==> src/rtl/ctrl_pkg.sv <==
// Shared types and constants for the Genesis pad reader: scan phases and
// the bit positions of the published button word.
package ctrl_pkg;

    typedef enum logic [3:0] {
        ST_IDLE,
        ST_P0,
        ST_P1,
        ST_P2,
        ST_P3,
        ST_P4,
        ST_P5,
        ST_P6,
        ST_P7
    } phase_t;

    localparam int unsigned BTN_W     = 11;
    localparam int unsigned BTN_UP    = 0;
    localparam int unsigned BTN_DOWN  = 1;
    localparam int unsigned BTN_LEFT  = 2;
    localparam int unsigned BTN_RIGHT = 3;
    localparam int unsigned BTN_A     = 4;
    localparam int unsigned BTN_B     = 5;
    localparam int unsigned BTN_C     = 6;
    localparam int unsigned BTN_START = 7;
    localparam int unsigned BTN_X     = 8;
    localparam int unsigned BTN_Y     = 9;
    localparam int unsigned BTN_Z     = 10;

endpackage

==> src/rtl/ctrl_sync.sv <==
// Parameterised-width two-flop synchroniser with asynchronous active-low
// reset and a per-instance reset value.
module ctrl_sync #(
    parameter int unsigned   W       = 1,
    parameter logic [W-1:0]  RST_VAL = '0
) (
    input  logic         clk,
    input  logic         rst_n,
    input  logic [W-1:0] i_d,
    output logic [W-1:0] o_q
);

    logic [W-1:0] r_s1;
    logic [W-1:0] r_s2;

    always_ff @(posedge clk or negedge rst_n) begin
        if (!rst_n) begin
            r_s1 <= RST_VAL;
            r_s2 <= RST_VAL;
        end else begin
            r_s1 <= i_d;
            r_s2 <= r_s1;
        end
    end

    assign o_q = r_s2;

endmodule

==> src/rtl/genesis_controller.sv <==
// Sega Genesis pad scanner: one select/sample sequence per vga_vs rising edge.
// Define CTRL_SIX_BUTTON_EN for the 8-phase scan with X/Y/Z; otherwise P0..P3.
module genesis_controller
    import ctrl_pkg::*;
#(
    parameter int unsigned STEP_CYCLES = 500
) (
    input  logic             clk,
    input  logic             reset,
    input  logic             up_z,
    input  logic             down_y,
    input  logic             left_x,
    input  logic             right,
    input  logic             a_b,
    input  logic             start_c,
    input  logic             vga_vs,
    output logic             selectSignal,
    output logic [BTN_W-1:0] buttonsOut
);

    localparam int unsigned    CW       = $clog2(STEP_CYCLES);
    localparam logic [CW-1:0]  CNT_LAST = CW'(STEP_CYCLES - 1);
`ifdef CTRL_SIX_BUTTON_EN
    localparam phase_t         LAST_PH  = ST_P7;
`else
    localparam phase_t         LAST_PH  = ST_P3;
`endif

    // Pin vector order: {start_c, a_b, right, left_x, down_y, up_z}
    logic [5:0]       w_pins_s;
    logic [5:0]       w_pins;
    logic             w_vs_s;
    logic             w_vs_rise;
    logic             w_last;
    logic             w_sel;
    phase_t           r_state;
    phase_t           w_next;
    logic             r_vs_d;
    logic [CW-1:0]    r_cnt;
    logic [BTN_W-1:0] r_shadow;
    logic [BTN_W-1:0] r_out;
`ifdef CTRL_SIX_BUTTON_EN
    logic             r_six;
`endif

    ctrl_sync #(.W(6), .RST_VAL(6'b111111)) u_pin_sync (
        .clk   (clk),
        .rst_n (reset),
        .i_d   ({start_c, a_b, right, left_x, down_y, up_z}),
        .o_q   (w_pins_s)
    );

    ctrl_sync #(.W(1), .RST_VAL(1'b0)) u_vs_sync (
        .clk   (clk),
        .rst_n (reset),
        .i_d   (vga_vs),
        .o_q   (w_vs_s)
    );

    assign w_pins    = ~w_pins_s;
    assign w_vs_rise = w_vs_s & ~r_vs_d;
    assign w_last    = (r_cnt == CNT_LAST);

    always_ff @(posedge clk or negedge reset) begin
        if (!reset) begin
            r_state <= ST_IDLE;
        end else begin
            r_state <= w_next;
        end
    end

    always_comb begin
        w_next = r_state;
        if (r_state == ST_IDLE) begin
            if (w_vs_rise) w_next = ST_P0;
        end else if (w_last) begin
            w_next = (r_state == LAST_PH) ? ST_IDLE : phase_t'(r_state + 4'd1);
        end
    end

    always_comb begin
        w_sel = 1'b1;
        case (r_state)
            ST_P1, ST_P3, ST_P5, ST_P7: w_sel = 1'b0;
            default:                    w_sel = 1'b1;
        endcase
    end

    assign selectSignal = w_sel;
    assign buttonsOut   = r_out;

    always_ff @(posedge clk or negedge reset) begin
        if (!reset) begin
            r_vs_d   <= 1'b0;
            r_cnt    <= '0;
            r_shadow <= '0;
            r_out    <= '0;
`ifdef CTRL_SIX_BUTTON_EN
            r_six    <= 1'b0;
`endif
        end else begin
            r_vs_d <= w_vs_s;
            if (r_state == ST_IDLE || w_last) r_cnt <= '0;
            else                              r_cnt <= r_cnt + CW'(1);

            if (r_state != ST_IDLE && w_last) begin
                case (r_state)
                    ST_P0: begin
                        r_shadow[BTN_UP]    <= w_pins[0];
                        r_shadow[BTN_DOWN]  <= w_pins[1];
                        r_shadow[BTN_LEFT]  <= w_pins[2];
                        r_shadow[BTN_RIGHT] <= w_pins[3];
                        r_shadow[BTN_B]     <= w_pins[4];
                        r_shadow[BTN_C]     <= w_pins[5];
                    end
                    ST_P1: begin
                        r_shadow[BTN_A]     <= w_pins[4];
                        r_shadow[BTN_START] <= w_pins[5];
                    end
`ifdef CTRL_SIX_BUTTON_EN
                    ST_P5: r_six <= &w_pins[3:0];
                    ST_P6: begin
                        r_shadow[BTN_Z] <= r_six & w_pins[0];
                        r_shadow[BTN_Y] <= r_six & w_pins[1];
                        r_shadow[BTN_X] <= r_six & w_pins[2];
                    end
`endif
                    default: ;
                endcase
                // Whole word moves at scan end so the output never shows a partial scan.
                if (r_state == LAST_PH) r_out <= r_shadow;
            end
        end
    end

endmodule

==> config.mk <==
export PLATFORM = sky130hd
export DESIGN_NAME = genesis_controller
export DESIGN_NICKNAME = d
export VERILOG_FILES = /design/src/rtl/ctrl_pkg.sv /design/src/rtl/ctrl_sync.sv /design/src/rtl/genesis_controller.sv
export SDC_FILE = /design/constraint.sdc
export NUM_CORES = 1
export LEC_CHECK = 0
export CORE_MARGIN = 3
export CORE_UTILIZATION = 49
export DETAILED_ROUTE_END_ITERATION = 8
export PLACE_DENSITY = 0.73
export SLEW_MARGIN = 5
export SYNTH_ARGS = -nofsm -noshare
export SYNTH_HDL_FRONTEND = slang
export SYNTH_SLANG_ARGS = --single-unit
==> constraint.sdc <==
create_clock -name clk -period 1.63 [get_ports clk]
set_input_delay 0.163 -clock clk [delete_from_list [all_inputs] [get_ports clk]]
set_output_delay 0.163 -clock clk [all_outputs]
set_load 0.02 [all_outputs]
==> results.ini, run 1 <==
[outcome]
status = complete, but fails checks
violations = setup timing

[sta]
hold_violations = 0
max_freq_ghz = 0.611
layout_setup_ws_ns = -0.00773
skew_ns = 0.00474
slew_violations = 0
fin_hold_ws_ns = 0.197
grt_setup_unrepaired = yes
period_share = 1.00
layout_min_cycle_time_ns = 1.64
setup_viol_count_final = 7
setup-tns-final_ns = -0.0428

[grt]
antenna_found_initial = 0
busiest_layer = met2
grt_pass1_vias = 1164
grt_pass1_wl_mm = 5.45
grt_max_degree = 26
use_met3 = 0.0578
grt_usage = 0.172
use_met1 = 0.218
overflow = 0
use_met2 = 0.268

[clocking]
cts.sinks = 44
clkLatencyLatePin_ns = 0.35
cts_root_buf = clkbuf_4
cts_max_level = 2
path_clk_slew_ns = 0.12
clockBufferDepth = 2
cts_tree = built
numCtsBuffers = 5

[critical_path]
r2r_setup_slack_ns = -0.008
r2r_start = r_cnt[1]
path_cells = ha_4 > and4bb_2 > nand2_4 > nor3_4 > buf_6 > mux2_4
cpPeakStageDelay_ns = 0.42
cpMaxStageDelayCell = dfrtp_1
reg2reg_to = buttonsOut[5]
cp.depth = 6
endpoint = buttonsOut[5]
cp_top_family = simple AND/OR/NAND/NOR gates
startpoint = r_cnt[1]
cp.buffers_inverters = 1
required_ns = 1.88
endpoint_kind = register
startpoint_type = register
reg2reg_depth = 6
critPathArrivalTime_ns = 1.89
crit_type = reg2reg
cp_max_fo = 6

[floorplanning]
coreArea_sq_um = 3420
num_io_pins = 21
fp-row-count = 21
die_h_microns = 66.2
fp.dieW_microns = 66.2
die_area_sq_um = 4380
start_util = 0.520

[pwr]
switching_share = 0.270
p_leak_nw = 1.15
p_switching_w = 0.000747
clkPwrFrac = 0.256
pwr-share-comb = 0.270
powerDensity_nw_per_um2 = 1130
p_total_w = 0.00277
max-vdd-ir-drop_uv = 1140
p_seq_frac = 0.474
p_int_w = 0.00202

[placement]
gp_congestion = 0.881
hpwl_mm = 2.16
place_ws_ns = -0.110
io_buffers = 17

[yosys]
ys_seq_elements = 44
syn_area_sq_um = 1780
synth_most_common_cell = dfrtp_1
async_reset_ff_frac = 1.00
synth_top_area_share = 0.451
yosysUniqueCellTypes = 31
ys_warn_count = 3
netlist_instances = 138
synth_edf_count = 0
syn_area_per_cell_sq_um = 12.9
ys.flop_type = dfrtp_1
synth_top_cell_by_area = dfrtp_1
yosys-top-cells-area = dfrtp_1 45%, dfstp_2 18%, mux2_2 6.3%, mux2i_1 3.9%, ha_1 3.5%
netlist_top_cells_count = 32 x dfrtp_1, 13 x nor2_1, 12 x dfstp_2
ys_seq_area_frac = 0.629

[cells_and_area]
multi_input_area_sq_um = 719
n_fill_cell = 232
fin_util = 0.716
layout-drive-gt1-share = 0.423
area_growth_pct = 37.8
diodes = 0
register_area_sq_um = 1120
finalNetCount = 207

[route]
antenna_left = 0
routed_wl_mm = 3.26
drc_errors = 0
dr.pass1.iters = 4
avgRoutedWirePerCell_microns = 13.6
drt_iter0_markers = 36
vias_per_cell = 5.00
num_vias = 1199

[hold_path]
hold_class = in2reg
min_from = up_z

[flow_run]
drv_cap = 0

==> layout make-up <==
| type | count | share of cell area |
|---|---|---|
| Clock buffer | 6 | 0.0210 |
| Multi-Input combinational cell | 83 | 0.294 |
| Sequential cell | 44 | 0.456 |
| Inverter | 10 | 0.0153 |
| Clock inverter | 2 | 0.0159 |
| Tap cell | 46 | 0.0235 |
| Timing Repair Buffer | 49 | 0.174 |
==> sequential cells by signal, indices dropped and copies added (netlist names) <==
register / cells
u_vs_sync.o_q: 1
u_pin_sync.o_q: 6
r_state: 4
r_shadow: 8
r_vs_d: 1
buttonsOut: 8
u_vs_sync.r_s1: 1
r_cnt: 9
u_pin_sync.r_s1: 6
==> cell usage in the layout, fill, tap and decap left out, types with 3 or more instances in the layout <==
master           Yosys  final
buf_4                3     29
clkbuf_4             0      5
clkdlybuf4s50_1      0     15
conb_1               1      3
dfrtp_1             32     32
dfstp_2             12     12
inv_1               10      8
mux2_2              10      3
mux2_4               0      7
mux2i_1              7      6
nand2_1              7      7
nand3_1              4      4
nand4_1              3      3
nor2_1              13     13
o21ai_0              5      5
xor2_1               3      3
==> worst register-to-register path: cells and delay by family (launching register included) <==
kind,cells,cell delay [ns]
and+or+nand+nor,3,0.49
muxes,1,0.30
adders and majority gates,1,0.15
buffers and inverters,1,0.17
DFF,1,0.42
==> logic make-up after synthesis <==
kind of cell,synth area share
compound gates,0.0395
xor+xnor,0.0247
fa+ha+maj,0.0352
buf+inv,0.0338
flops,0.629
mux,0.103
other cells,0.00211
simple gates,0.133
==> per-stage QoR <==
step / instances / area (sq um)
floorplan: 140 / 1800
global placement: 219 / 2160
detailed placement: 219 / 2160
CTS: 235 / 2370
global route: 240 / 2450
finish: 240 / 2450
==> worst min path at each step <==
stage	end	slack [ns]	cells after the start
5_1_grt	u_pin_sync.r_s1[3]	0.17	1
3_5_place_dp	u_vs_sync.r_s1	0.15	1
2_1_floorplan	buttonsOut[0]	-0.13	0
6_report	u_pin_sync.r_s1[0]	0.20	1
4_1_cts	u_pin_sync.r_s1[0]	0.19	1
3_3_place_gp	u_vs_sync.r_s1	0.14	1
==> power by group through the flow <==
stage	registers, W	clock network [W]	logic, W
floorplan	0.00133	0	0.000264
global placement	0.00131	0	0.000492
detailed placement	0.00132	0	0.000521
CTS	0.00131	0.000725	0.000659
global route	0.00133	0.000778	0.000842
finish	0.00131	0.000710	0.000747
==> routing by layer <==
layer  wire, microns  vias to the layer above
li1                -                      576
met1            1400                      582
met2            1610                       27
met3             126                       14
met4             127                        0
met5               0                        -
==> what timing repair did <==
item,4_1_cts,5_1_grt
setup buffers,7,5
gates resized for setup,22,7
gates cloned,0,0
hold buffers,1,0
setup endpoints to repair,14,23
endpoints found under the hold margin,16,0
pin swaps,3,3
(Power assumes the default switching activity.)
==> inputs of run 2 (changes only) <==
CORE_MARGIN = 5   (was 3)
CORE_UTILIZATION = 39   (was 49)
PLACE_DENSITY = 0.6   (was 0.73)
==> results.ini, run 2 (synthesis gave the netlist of run 1 again) <==
[pwr]
p_seq_frac = 0.500  ; +0.026
powerDensity_nw_per_um2 = 1100  ; -2.6%
clkPwrFrac = 0.263  ; +0.007
max-vdd-ir-drop_uv = 560  ; -51%
pwr-share-comb = 0.237  ; -0.033
p_leak_nw = 1.13  ; -2.2%
p_switching_w = 0.000744  ; -0.36%
switching_share = 0.281  ; +0.0113
p_int_w = 0.00191  ; -5.9%

[critical_path]
endpoint_kind = register
cp_max_fo = 5  ; -1
r2r_setup_slack_ns = -0.009  ; about the same
cpPeakStageDelay_ns = 0.42  ; about the same
crit_type = reg2reg
startpoint_type = register
required_ns = 1.81  ; -0.07 ns
r2r_start = r_state[1]
critPathArrivalTime_ns = 1.82  ; -0.07 ns
crit_top_cell = buf_6
cpMaxStageDelayCell = dfrtp_1
reg2reg_to = buttonsOut[7]
reg2reg_depth = 7  ; +1
path_cells = inv_2 > ha_4 > buf_6 > nand2b_4 > nor3_4 > buf_6 > mux2_4

[cells_and_area]
area_growth_pct = 35.2
diodes = 0  ; unchanged
layout-drive-gt1-share = 0.386  ; -0.0364
layout_commonest_cell = dfrtp_1
layout_common_cells = 32 x dfrtp_1, 23 x buf_4, 15 x clkdlybuf4s50_1
largest_reg_flops = 9  ; unchanged
finalNetCount = 202  ; -2.4%
top_register = r_cnt
finalInstanceArea_sq_um = 2400  ; -1.8%

[floorplanning]
fp.dieW_microns = 77.5  ; +17%
die_h_microns = 77.5  ; +17%
start_util = 0.405  ; -0.115
fp-row-count = 24  ; +14%
num_io_pins = 21  ; unchanged
coreArea_sq_um = 4380  ; +28%
die_area_sq_um = 6000  ; +37%

[grt]
grt_usage = 0.123  ; -0.0482
grt_max_degree = 25  ; -3.8%
antenna_found_initial = 0  ; unchanged
grt_pass1_vias = 1295  ; +11%
overflow = 0  ; unchanged
use_met3 = 0.0428  ; -0.0150
use_met1 = 0.151  ; -0.0673
busiest_layer = met2
use_met2 = 0.198  ; -0.0698
grt_pass1_wl_mm = 5.88  ; +7.8%

[clocking]
path_clk_slew_ns = 0.08  ; -0.04 ns
numCtsBuffers = 5  ; unchanged
clkLatencyLatePin_ns = 0.29  ; -0.06 ns
cts_root_buf = clkbuf_8
cts_max_level = 2  ; unchanged
clockBufferDepth = 2  ; unchanged
cts.sinks = 44  ; unchanged
cts_tree = built

[sta]
grt_setup_unrepaired = yes
max_freq_ghz = 0.610  ; about the same
skew_ns = 0.00828  ; +0.00353 ns
fin_hold_ws_ns = 0.268  ; +0.0708 ns
layout_setup_ws_ns = -0.00867  ; -0.000937 ns
period_share = 1.01  ; about the same
layout_min_cycle_time_ns = 1.64  ; +0.000937 ns
hold_violations = 0  ; unchanged
setup_viol_count_final = 5  ; -2
slew_violations = 0  ; unchanged

[route]
drc_errors = 0  ; unchanged
avgRoutedWirePerCell_microns = 13.7  ; +0.56%
routed_wl_mm = 3.29  ; +0.98%
antenna_left = 0  ; unchanged
num_vias = 1188  ; -0.92%
drt_iter0_markers = 55  ; +53%
vias_per_cell = 4.93  ; -1.3%
dr.pass1.iters = 4  ; unchanged

[placement]
gp_congestion = 0.844  ; -4.2%
io_buffers = 17  ; unchanged
placed_area_sq_um = 2160  ; unchanged
place_ws_ns = -0.130  ; -0.0208 ns
hpwl_mm = 2.38  ; +9.9%

[outcome]
violations = setup timing
status = complete, but fails checks

[hold_path]
min_from = left_x
hold_class = in2reg
worstHoldPathCells = 1  ; unchanged
min_to = u_pin_sync.r_s1[2]

[flow_run]
drv_cap = 0  ; unchanged

## run 2: power by group through the flow
stage          clock network (W)  logic, W  registers (W)
2_1_floorplan                  0  0.000264        0.00133
6_report                0.000698  0.000628        0.00132
4_1_cts                 0.000728  0.000613        0.00132
3_3_place_gp                   0  0.000477        0.00131
5_1_grt                 0.000768  0.000718        0.00135
3_5_place_dp                   0  0.000521        0.00133
## run 2: layer usage
metal / part of all wire / routed length, microns
met2: 0.49 / 1630
met5: 0 / 0
met4: 0.023 / 76
met3: 0.051 / 169
met1: 0.43 / 1420
## run 2: per-stage QoR
| step | setup TNS (ns) | cells | total power, W | utilization |
|---|---|---|---|---|
| global route | -0.615 | 241 | 0.00283 | 0.548 |
| CTS | -0.307 | 240 | 0.00266 | 0.540 |
| finish | -0.0266 | 241 | 0.00265 | 0.548 |
| floorplan | -0.134 | 140 | 0.00159 | - |
| global placement | -0.0803 | 224 | 0.00179 | 0.492 |
| detailed placement | -1.00 | 224 | 0.00185 | 0.492 |
## run 2: how the worst max path moves through the flow
| stage | slack, ns | start | end | cells past startpoint |
|---|---|---|---|---|
| after floorplan | -0.02 | r_cnt[0] | buttonsOut[0] | 5 |
| after global placement | -0.04 | r_state[1] | selectSignal | 6 |
| after detailed placement | -0.13 | r_state[1] | selectSignal | 6 |
| after CTS | -0.05 | r_cnt[1] | buttonsOut[7] | 6 |
| after global routing | -0.08 | r_cnt[1] | buttonsOut[7] | 6 |
| final | -0.009 | r_state[1] | buttonsOut[7] | 7 |
## run 2: timing repair
action	4_1_cts	5_1_grt
cloned	0	0
gates resized for setup	20	6
pin swaps	3	6
endpoints found under the hold margin	20	0
hold buffers	1	0
setup buffers	7	1
endpoints found under the setup margin	12	20
## run 2: layout make-up
cell class	count	area [sq um]
fill	360	1980
sequential	44	1120
multi-input combinational	83	693
timing repair buffer	44	392
clock buffer	6	82.6
tap	52	65.1
inverter	10	37.5
clock inverter	2	15.0
## run 2: worst max-delay path, delay by kind of cell (launching register included)
family,cells,cell delay (ns)
adders and majority gates,1,0.13
buffers and inverters,3,0.37
muxes,1,0.30
and+or+nand+nor,2,0.32
DFF,1,0.42
